===== src/rtl/proc_pkg.sv =====
`default_nettype none
// ============================================================================
//  Package  : proc_pkg
//  Purpose  : Shared fetch FSM state type, instruction field bit positions
//             and opcode width used by the fetch unit and control decode.
//  Revision : 1.0  initial release
// ============================================================================
package proc_pkg;

  // Fetch unit FSM states
  typedef enum logic [1:0] {
    ST_IDLE  = 2'd0,
    ST_FETCH = 2'd1,
    ST_ISSUE = 2'd2
  } fetch_state_t;

  // Opcode width shared with the ALU control decoder
  localparam int C_OP_W  = 3;
  localparam int C_REG_W = 3;
  localparam int C_IMM_W = 4;

  // Instruction field bit positions (16-bit instruction word)
  localparam int C_OP_MSB  = 15;
  localparam int C_OP_LSB  = 13;
  localparam int C_RD_MSB  = 12;
  localparam int C_RD_LSB  = 10;
  localparam int C_RS_MSB  = 9;
  localparam int C_RS_LSB  = 7;
  localparam int C_RT_MSB  = 6;
  localparam int C_RT_LSB  = 4;
  localparam int C_IMM_MSB = 3;
  localparam int C_IMM_LSB = 0;

endpackage : proc_pkg
`default_nettype wire


===== src/rtl/instr_fetch_if.sv =====
`default_nettype none
// ============================================================================
//  Interface : instr_fetch_if
//  Purpose   : Instruction memory request/acknowledge bus between the fetch
//              unit (master) and instruction memory (slave).
//  Revision  : 1.0  initial release
// ============================================================================
interface instr_fetch_if #(
  parameter int unsigned ADDR_W  = 8,
  parameter int unsigned INSTR_W = 16
);
  logic               imem_req;
  logic [ADDR_W-1:0]  imem_addr;
  logic               imem_ack;
  logic [INSTR_W-1:0] imem_rdata;

  modport master (
    output imem_req,
    output imem_addr,
    input  imem_ack,
    input  imem_rdata
  );

  modport slave (
    input  imem_req,
    input  imem_addr,
    output imem_ack,
    output imem_rdata
  );
endinterface : instr_fetch_if
`default_nettype wire


===== src/rtl/instr_fetch.sv =====
`default_nettype none
// ============================================================================
//  Module   : instr_fetch
//  Purpose  : Instruction fetch unit. Requests one word per FETCH, holds it in
//             ISSUE until the downstream stage accepts it, slices the fields
//             and steers the next fetch address (increment or branch target).
//  Revision : 1.0  initial release
// ============================================================================
module instr_fetch
  import proc_pkg::*;
#(
  parameter int unsigned          ADDR_W   = 8,
  parameter int unsigned          INSTR_W  = 16,
  parameter logic [ADDR_W-1:0]    RESET_PC = '0
) (
  input  wire logic                 clk,
  input  wire logic                 rst,
  input  wire logic                 i_en,
  instr_fetch_if.master             imem,
  output logic [C_OP_W-1:0]         o_op,
  output logic [C_REG_W-1:0]        o_rd,
  output logic [C_REG_W-1:0]        o_rs,
  output logic [C_REG_W-1:0]        o_rt,
  output logic [C_IMM_W-1:0]        o_imm,
  output logic [ADDR_W-1:0]         o_pc,
  output logic                      o_instr_valid,
  input  wire logic                 i_instr_ready,
  input  wire logic                 i_br_taken,
  input  wire logic [ADDR_W-1:0]    i_br_target
);

  fetch_state_t        r_state;
  fetch_state_t        w_next_state;
  logic [ADDR_W-1:0]   r_fetch_addr;
  logic [ADDR_W-1:0]   r_pc;
  logic [INSTR_W-1:0]  r_instr;
  logic                w_capture;
  logic                w_accept;

  // Capture happens only on an ack to our own outstanding request; an
  // accepted issue is the only point where a branch may redirect fetch.
  assign w_capture = (r_state == ST_FETCH) && imem.imem_ack;
  assign w_accept  = (r_state == ST_ISSUE) && i_instr_ready;

  // State register
  always_ff @(posedge clk) begin
    if (rst) begin
      r_state <= ST_IDLE;
    end else begin
      r_state <= w_next_state;
    end
  end

  // Next-state decode
  always_comb begin
    w_next_state = r_state;
    case (r_state)
      ST_IDLE:  if (i_en)      w_next_state = ST_FETCH;
      ST_FETCH: if (w_capture) w_next_state = ST_ISSUE;
      ST_ISSUE: if (w_accept)  w_next_state = i_en ? ST_FETCH : ST_IDLE;
      default:                 w_next_state = ST_IDLE;
    endcase
  end

  // Fetch address, PC and instruction register
  always_ff @(posedge clk) begin
    if (rst) begin
      r_fetch_addr <= RESET_PC;
      r_pc         <= '0;
      r_instr      <= '0;
    end else begin
      if (w_capture) begin
        r_instr      <= imem.imem_rdata;
        r_pc         <= r_fetch_addr;
        r_fetch_addr <= r_fetch_addr + ADDR_W'(1);
      end else if (w_accept && i_br_taken) begin
        r_fetch_addr <= i_br_target;
      end
    end
  end

  assign imem.imem_req  = (r_state == ST_FETCH);
  assign imem.imem_addr = r_fetch_addr;
  assign o_instr_valid  = (r_state == ST_ISSUE);
  assign o_pc           = r_pc;

  assign o_op  = r_instr[C_OP_MSB:C_OP_LSB];
  assign o_rd  = r_instr[C_RD_MSB:C_RD_LSB];
  assign o_rs  = r_instr[C_RS_MSB:C_RS_LSB];
  assign o_rt  = r_instr[C_RT_MSB:C_RT_LSB];
  assign o_imm = r_instr[C_IMM_MSB:C_IMM_LSB];

endmodule : instr_fetch
`default_nettype wire


===== src/flat_wrapper.sv =====
// flat-port wrapper written by rule: the top's interface ports become plain ports
module instr_fetch_flat import proc_pkg::*;
#(
  parameter int unsigned          ADDR_W   = 8,
  parameter int unsigned          INSTR_W  = 16,
  parameter logic [ADDR_W-1:0]    RESET_PC = '0
)
  (clk, rst, i_en, o_op, o_rd, o_rs, o_rt, o_imm, o_pc, o_instr_valid, i_instr_ready, i_br_taken, i_br_target, imem_imem_req, imem_imem_addr, imem_imem_ack, imem_imem_rdata);
  instr_fetch_if #(.ADDR_W(ADDR_W), .INSTR_W(INSTR_W)) imem_i ();
  input  wire logic clk;
  input  wire logic rst;
  input  wire logic i_en;
  output logic [C_OP_W-1:0] o_op;
  output logic [C_REG_W-1:0] o_rd;
  output logic [C_REG_W-1:0] o_rs;
  output logic [C_REG_W-1:0] o_rt;
  output logic [C_IMM_W-1:0] o_imm;
  output logic [ADDR_W-1:0] o_pc;
  output logic o_instr_valid;
  input  wire logic i_instr_ready;
  input  wire logic i_br_taken;
  input  wire logic [ADDR_W-1:0] i_br_target;
  output wire logic [$bits(imem_i.imem_req)-1:0] imem_imem_req;
  output wire logic [$bits(imem_i.imem_addr)-1:0] imem_imem_addr;
  input wire logic [$bits(imem_i.imem_ack)-1:0] imem_imem_ack;
  input wire logic [$bits(imem_i.imem_rdata)-1:0] imem_imem_rdata;
  assign imem_imem_req = imem_i.imem_req;
  assign imem_imem_addr = imem_i.imem_addr;
  assign imem_i.imem_ack = imem_imem_ack;
  assign imem_i.imem_rdata = imem_imem_rdata;
  instr_fetch #(.ADDR_W(ADDR_W), .INSTR_W(INSTR_W), .RESET_PC(RESET_PC)) u_core (.clk(clk), .rst(rst), .i_en(i_en), .imem(imem_i), .o_op(o_op), .o_rd(o_rd), .o_rs(o_rs), .o_rt(o_rt), .o_imm(o_imm), .o_pc(o_pc), .o_instr_valid(o_instr_valid), .i_instr_ready(i_instr_ready), .i_br_taken(i_br_taken), .i_br_target(i_br_target));
endmodule

===== config.mk =====
export PLATFORM = sky130hd
export DESIGN_NAME = instr_fetch_flat
export DESIGN_NICKNAME = d
export VERILOG_FILES = /design/src/rtl/proc_pkg.sv /design/src/rtl/instr_fetch_if.sv /design/src/rtl/instr_fetch.sv /design/src/flat_wrapper.sv
export SDC_FILE = /design/constraint.sdc
export NUM_CORES = 1
export LEC_CHECK = 0
export CELL_PAD_IN_SITES_DETAIL_PLACEMENT = 1
export CELL_PAD_IN_SITES_GLOBAL_PLACEMENT = 1
export CORE_MARGIN = 4
export CORE_UTILIZATION = 26
export CTS_CLUSTER_DIAMETER = 50
export DETAILED_ROUTE_END_ITERATION = 6
export GPL_TIMING_DRIVEN = 1
export PLACE_DENSITY_LB_ADDON = 0.05
export SKIP_CTS_REPAIR_TIMING = 1
export SYNTH_ARGS = -nofsm -noshare
export SYNTH_HDL_FRONTEND = slang
export SYNTH_SLANG_ARGS = --single-unit

===== constraint.sdc =====
create_clock -name clk -period 1.5 [get_ports clk]
set_clock_uncertainty 0.15 [all_clocks]
set_input_delay 0.15 -clock clk [delete_from_list [all_inputs] [get_ports clk]]
set_output_delay 0.15 -clock clk [all_outputs]
set_load 0.05 [all_outputs]

==> results of run 1 <==
==> how the worst max path moves through the flow <==
stage	endpoint	slack [ns]	cells after the start
2_1_floorplan	u_core.imem.imem_addr[6]	-0.03	5
3_3_place_gp	u_core.o_pc[7]	-0.11	5
3_5_place_dp	u_core.o_pc[4]	-0.17	5
4_1_cts	u_core.imem.imem_addr[3]	-0.07	6
5_1_grt	u_core.imem.imem_addr[3]	-0.04	6
6_report	u_core.imem.imem_addr[6]	0.04	5
==> sequential cells by signal (all words and copies together) (netlist names) <==
signal / cells
u_core.imem.imem_addr: 8
u_core.o_pc: 8
u_core.r_instr: 16
u_core.r_state: 2
==> power by group <==
group / internal [W] / switching, W / total (W)
clock network: 0.000430 / 0.000348 / 0.000778
logic: 0.000253 / 0.000229 / 0.000481
registers: 0.000932 / 0.0000334 / 0.000965
==> Yosys cell counts, drive strengths merged (2+ instances only) <==
library cell / count
nor3: 3
or3: 2
mux2i: 2
clkbuf: 6
inv: 2
nand3b: 4
o21ai: 2
buf: 5
dfxtp: 34
and3: 2
a21oi: 31
nand3: 4
nand2: 51
a31oi: 2
a32oi: 3
nor2: 9
==> stage by stage <==
step	util	hold slack, ns	setup slack [ns]
after floorplan	-	0.136	-0.0333
after global placement	0.500	0.329	-0.112
after detailed placement	0.500	0.339	-0.171
after CTS	0.519	0.257	-0.0651
after global routing	0.529	0.277	-0.0354
final	0.529	0.261	0.0379
==> layout by cell type, fill, tap and decap left out, types with 2 or more instances in the layout <==
cell type,synthesis,layout
nand2_1,50,50
buf_12,0,36
a21oi_1,30,30
clkdlybuf4s50_1,0,29
dfxtp_1,34,28
buf_4,0,17
nor2_1,8,8
clkbuf_8,0,5
dfxtp_2,0,4
a32oi_1,3,3
nand3_1,4,3
nor3_1,3,3
nand3b_1,3,3
inv_1,2,2
or3_1,2,2
a31oi_1,2,2
o21ai_1,2,2
mux2i_1,2,2
clkbuf_1,6,2
dfxtp_4,0,2
==> cell type report <==
class,instances,share of cell area
Multi-Input combinational cell,125,0.254
Clock buffer,8,0.0368
Sequential cell,34,0.252
Timing Repair Buffer,84,0.423
Tap cell,70,0.0318
Inverter,2,0.00272
==> metal layers <==
metal,routed length [um],share of wire,global-route usage,up-vias
met5,0,0,0,-
met1,1990,0.41,0.178,715
li1,-,-,-,744
met4,45,0.0093,0.0349,0
met3,294,0.061,0.0450,5
met2,2520,0.52,0.282,44
==> tightest hold or removal path, cell delays in order <==
cell	delay, ns
clkdlybuf4s50_1	0.39
nand2_1	0.05
a21oi_1	0.05
==> logic make-up after synthesis <==
logic type | synth area share
buf+inv | 0.0589
compound gates | 0.167
simple gates | 0.273
flops | 0.478
fa+ha+maj | 0.00879
mux | 0.0141
==> key figures, run 1 <==
Floorplanning
  – Die X: 82.0 um
  – Die Height: 82.0 um
  – Core ar.: 0.00520 sq mm
  – Count of standard-cell rows: 26
  – DIE AREA: 0.00672 sq mm
  – Initial Utilization: 0.273
  – # IOs: 64

Flow run
  – Max cap viols: 0

Global routing
  – GR Overflow Total: 0
  – First-pass GRT wire length: 7940 um
  – Pin count of the biggest net entering global routing: 18
  – Total GRT Usage: 0.155
  – Initial antenna violation count: 0
  – Vias in the first global route: 1662

Synth
  – Leading area contributor after synthesis: dfxtp_1
  – Post-synth top area share: 0.478
  – Post-synth EDFFs: 0
  – Synthesized area per cell: around 8.3 sq um
  – Top_reg_cell synth: dfxtp_1
  – Sequential-to-total area share from yosys stat: 0.478
  – Seq cells post-synth: 34
  – Async set-reset flop share out of synthesis: 0
  – Syn Inst Count: 172
  – Top cells by area, synth: dfxtp_1 (48%), nand2_1 (13%), a21oi_1 (11%), buf_6 (2.4%), nor2_1 (2.1%)
  – Area of the mapped netlist: 0.00142 sq mm
  – Netlist cell types: 32
  – Synth warnings: 0
  – Mapped Nets: 203

STA
  – RSZ-0062 raised after global routing: yes
  – Final-report hold violation count: 0
  – Max transition margin: 0.777
  – Slew Limit Fails: 0
  – Setup Viol. Count Final: 0
  – Worst Max-Slew Pin Slew: 0.334 ns
  – Final Cycle Share: 0.975
  – Final Critical Period: 1.46 ns
  – Setup total negative slack: 0 ns
  – Fmax: 0.684 GHz

Layout
  – N_diodes: 0
  – Fill count: 595
  – Register area: 693 sq um
  – Finished Layout Cells: 323
  – Area Growth Syn to Fin: 93.7%
  – Final #Nets: 283
  – Fin area: roughly 0.0028 sq mm
  – Layout cells sized above 1: 0.308
  – Multi-input logic area: approximately 700 sq um

Setup path
  – Slowest stage delay, CP: 0.38 ns
  – Critical path fanouts, max: 4
  – Reg-to-Reg End: u_core.imem.imem_addr[6]
  – Buf/Inv on CP: 0
  – Critical path, cell by cell: ha_4 -> and3_4 -> nand3_2 -> or3_1 -> a31oi_1
  – Worst setup path start: u_core.imem.imem_addr[1]
  – R2R depth: 5
  – WP data required: about 1.6 ns
  – CP max stage cell: dfxtp_4
  – Startpoint Class: register
  – FF-to-FF setup slack: ~0.038 ns
  – Worst setup EP type: register
  – Setup CP Type: register to register
  – Arrival time at the worst endpoint: 1.53 ns
  – Cell family with most CP delay: simple AND/OR/NAND/NOR gates
  – R2R Path Start: u_core.imem.imem_addr[1]

Clocking
  – CTS tree: built
  – Root Driver: clkbuf_8
  – Max Root-Sink Buffers: 2
  – Sink Count: 34
  – Skew-Pair Late Insertion Delay: about 0.28 ns
  – # H-tree levels: 2
  – Clk slew on worst S/H paths: 0.07 ns
  – CTS buffer count: 5

Route
  – Detail Route Antenna Nets: 0
  – WL final: between 4000 and 5000 um
  – DRC errors left: 0
  – DR vias/cell: 4.67
  – Initial drt markers: 16
  – First-pass DRT Iterations: 4
  – DR WL/cell: ~15 um
  – Via count: 1508

Worst hold path
  – Worst Hold Path EP: u_core.r_instr[15]
  – Hold Path Stages: 3
  – Worst Min Path Start: imem_imem_rdata[15]
  – Worst min path class: primary input to register

Place
  – Dpl cell area: 0.00260 sq mm
  – Gpl congestion: 0.720
  – Hpwl dp: 3660 um
  – Placed insts: 313
  – I/O Buffers: 63

Pwr
  – Power Dens Cells: just over 800 mW/mm^2
  – Pleak: 1.03 nW
  – VDD IR max: slightly above 0.0004 V
  – Total power: 0.00222 W

Outcome
  – Status: complete, no violations
Power figures use the tool's default switching activity.
==> inputs of run 2 (changes only) <==
--- a/config.mk
+++ b/config.mk
@@ -7,12 +7,12 @@
 export LEC_CHECK = 0
 export CELL_PAD_IN_SITES_DETAIL_PLACEMENT = 1
 export CELL_PAD_IN_SITES_GLOBAL_PLACEMENT = 1
-export CORE_MARGIN = 4
 export CORE_UTILIZATION = 26
 export CTS_CLUSTER_DIAMETER = 50
 export DETAILED_ROUTE_END_ITERATION = 6
 export GPL_TIMING_DRIVEN = 1
 export PLACE_DENSITY_LB_ADDON = 0.05
+export SETUP_SLACK_MARGIN = 0.1
 export SKIP_CTS_REPAIR_TIMING = 1
 export SYNTH_ARGS = -nofsm -noshare
 export SYNTH_HDL_FRONTEND = slang
==> run 2 against run 1 <==
First-iteration DRC count grew 56%. Non-clock buffer count grew 5. Sequential power about the same. Total power down 1.7%. Register-to-register slack is essentially flat. Maximum frequency down 0.46%. Via count is 3.6% higher. Die area is 14% lower. Sequential share of layout area decreased by 1.0 points. Clock power down 11%. Worst setup slack got worse by 0.0068 ns. Sequential cell count is the same. Critical path type unchanged.
==> key figures, run 2 (synthesis gave the netlist of run 1 again) <==
STA
  – Final Critical Period: between 1 and 1.5 ns
  – Max transition margin: 0.814
  – RSZ-0062 raised after global routing: yes
  – Worst Max-Slew Pin Slew: 0.279 ns
  – Final-report hold violation count: 0
  – Fmax: 0.681 GHz
  – Final Cycle Share: 0.979
  – Setup Viol. Count Final: 0
  – Slew Limit Fails: 0

Clocking
  – CTS buffer count: 5
  – CTS tree: built
  – Root Driver: clkbuf_8
  – Sink Count: 34
  – # H-tree levels: 2
  – Max Root-Sink Buffers: 2
  – Clk slew on worst S/H paths: 0.07 ns
  – Skew-Pair Late Insertion Delay: 0.28 ns

Route
  – Detail Route Antenna Nets: 0
  – DRC errors left: 0
  – DR WL/cell: 15.4 um
  – WL final: 5040 um
  – DR vias/cell: 4.77
  – Via count: 1563
  – First-pass DRT Iterations: 4
  – Initial drt markers: 25

Place
  – Gpl congestion: roughly 0.83
  – Hpwl dp: between 3000 and 4000 um
  – Placed insts: 311
  – I/O Buffers: 63

Pwr
  – Clock power frac: 0.317
  – Pleak: 1.11 nW
  – Logic pwr share: 0.240
  – VDD IR max: 0.000449 V
  – Int Power: between 0.0015 and 0.002 W
  – Switching power: 0.000610 W
  – Power Dens Cells: 750 mW/mm^2
  – Register share of total power: 0.442
  – Switching share of power: 0.279

Setup path
  – Critical path, cell by cell: and3b_4 -> buf_6 -> clkbuf_16 -> nand2_2 -> a21oi_2
  – Cell family with most CP delay: simple AND/OR/NAND/NOR gates
  – Slowest stage delay, CP: 0.42 ns
  – Arrival time at the worst endpoint: around 1.5 ns
  – Buf/Inv on CP: 2
  – CP max stage cell: and3b_4
  – Critical path fanouts, max: 8
  – Worst setup EP type: register
  – Startpoint Class: register
  – WP data required: 1.56 ns
  – Setup CP Type: register to register

Layout
  – Commonest non-fill, non-tap cells in the layout: nand2_1 (44), buf_12 (35), clkdlybuf4s50_1 (28)
  – Number of flip-flops in the largest register: 16
  – Register area: 703 sq um
  – N_diodes: 0
  – Multi-input logic area: 788 sq um
  – Final #Nets: roughly 290
  – Area Growth Syn to Fin: 105%
  – Largest Register: u_core.r_instr
  – Layout cells sized above 1: 0.407
  – Finished Layout Cells: 328
  – Layout Utilization: 0.563
  – Fill count: 564
  – Most common cell after layout, fill and taps aside: nand2_1

Global routing
  – GR Overflow Total: 0
  – GR peak layer: met2
  – Pin count of the biggest net entering global routing: 21
  – M1 GR Usage: 0.195
  – Met2 GRT Util: 0.340
  – Vias in the first global route: 1644
  – Met3 usage: 0.0479
  – Initial antenna violation count: 0
  – First-pass GRT wire length: 8200 um
  – Total GRT Usage: 0.177

Outcome
  – Status: complete, no violations

Floorplanning
  – Count of standard-cell rows: 26
  – Die X: 76.0 um
  – Initial Utilization: 0.275
  – DIE AREA: 0.00577 sq mm
  – # IOs: 64
  – Core ar.: 0.00517 sq mm
  – Die Height: between 70 and 80 um

Flow run
  – Max cap viols: 0

Worst hold path
  – Worst min path class: primary input to register
## run 2: cell count changes in the layout (fill, tap and decap cells not counted), moves of 2 or more
cell / change
a21oi_1: -6
a21oi_2: +6
nand2_1: -6
buf_6: +4
nand2_4: +4
dfxtp_4: +3
dfxtp_1: -2
nand2_2: +2
## run 2: path summary, 6_finish.rpt
check / from / endpoint / slack (ns) / depth (start not counted)
worst max-delay path: u_core.r_state[1] / u_core.o_pc[0] / 0.03 / 5
worst max register to register: u_core.r_state[1] / u_core.o_pc[0] / 0.03 / 5
worst min-delay path: imem_imem_ack / u_core.r_state[0] / 0.22 / 4
worst min register to register: u_core.r_instr[9] / u_core.r_instr[9] / 0.35 / 2
## run 2: area by class of cell
cell class              count  area share
inverters                   2     0.00344
flip-flops and latches     34       0.241
clock buffers               7      0.0296
multi-input cells         125       0.271
clock inverters             1     0.00172
well taps                  70      0.0301
repair buffers             89       0.423
## run 2: worst register-to-register path, stage by stage, from the launching register on
cell	delay, ns
dfxtp_4	0.35
and3b_4	0.42
buf_6	0.14
clkbuf_16	0.15
nand2_2	0.06
a21oi_2	0.12
## run 2: power by group through the flow
| stage | registers, W | clock network, W | logic, W |
|---|---|---|---|
| 3_5_place_dp | 0.000986 | 0 | 0.000470 |
| 5_1_grt | 0.000970 | 0.000755 | 0.000558 |
| 2_1_floorplan | 0.00106 | 0 | 0.000124 |
| 6_report | 0.000966 | 0.000694 | 0.000525 |
| 4_1_cts | 0.000965 | 0.000713 | 0.000471 |
| 3_3_place_gp | 0.000983 | 0 | 0.000457 |
## run 2: stage by stage
step	setup TNS [ns]	power (W)	instance area, sq um	worst slack, ns	hold slack (ns)
4_1_cts	-0.0373	0.00215	2670	-0.0210	0.262
5_1_grt	-0.0617	0.00228	2910	-0.0322	0.262
2_1_floorplan	-0.0184	0.00118	1460	-0.0184	0.136
3_3_place_gp	-2.73	0.00144	2580	-0.113	0.329
3_5_place_dp	-4.21	0.00146	2580	-0.206	0.340
6_report	0	0.00219	2910	0.0310	0.215
## run 2: routing by layer
layer  vias up  wire length [um]
li1        766                 -
met1       755              2000
met2        38              2770
met3         4               242
met4         0                29
met5         -                 0
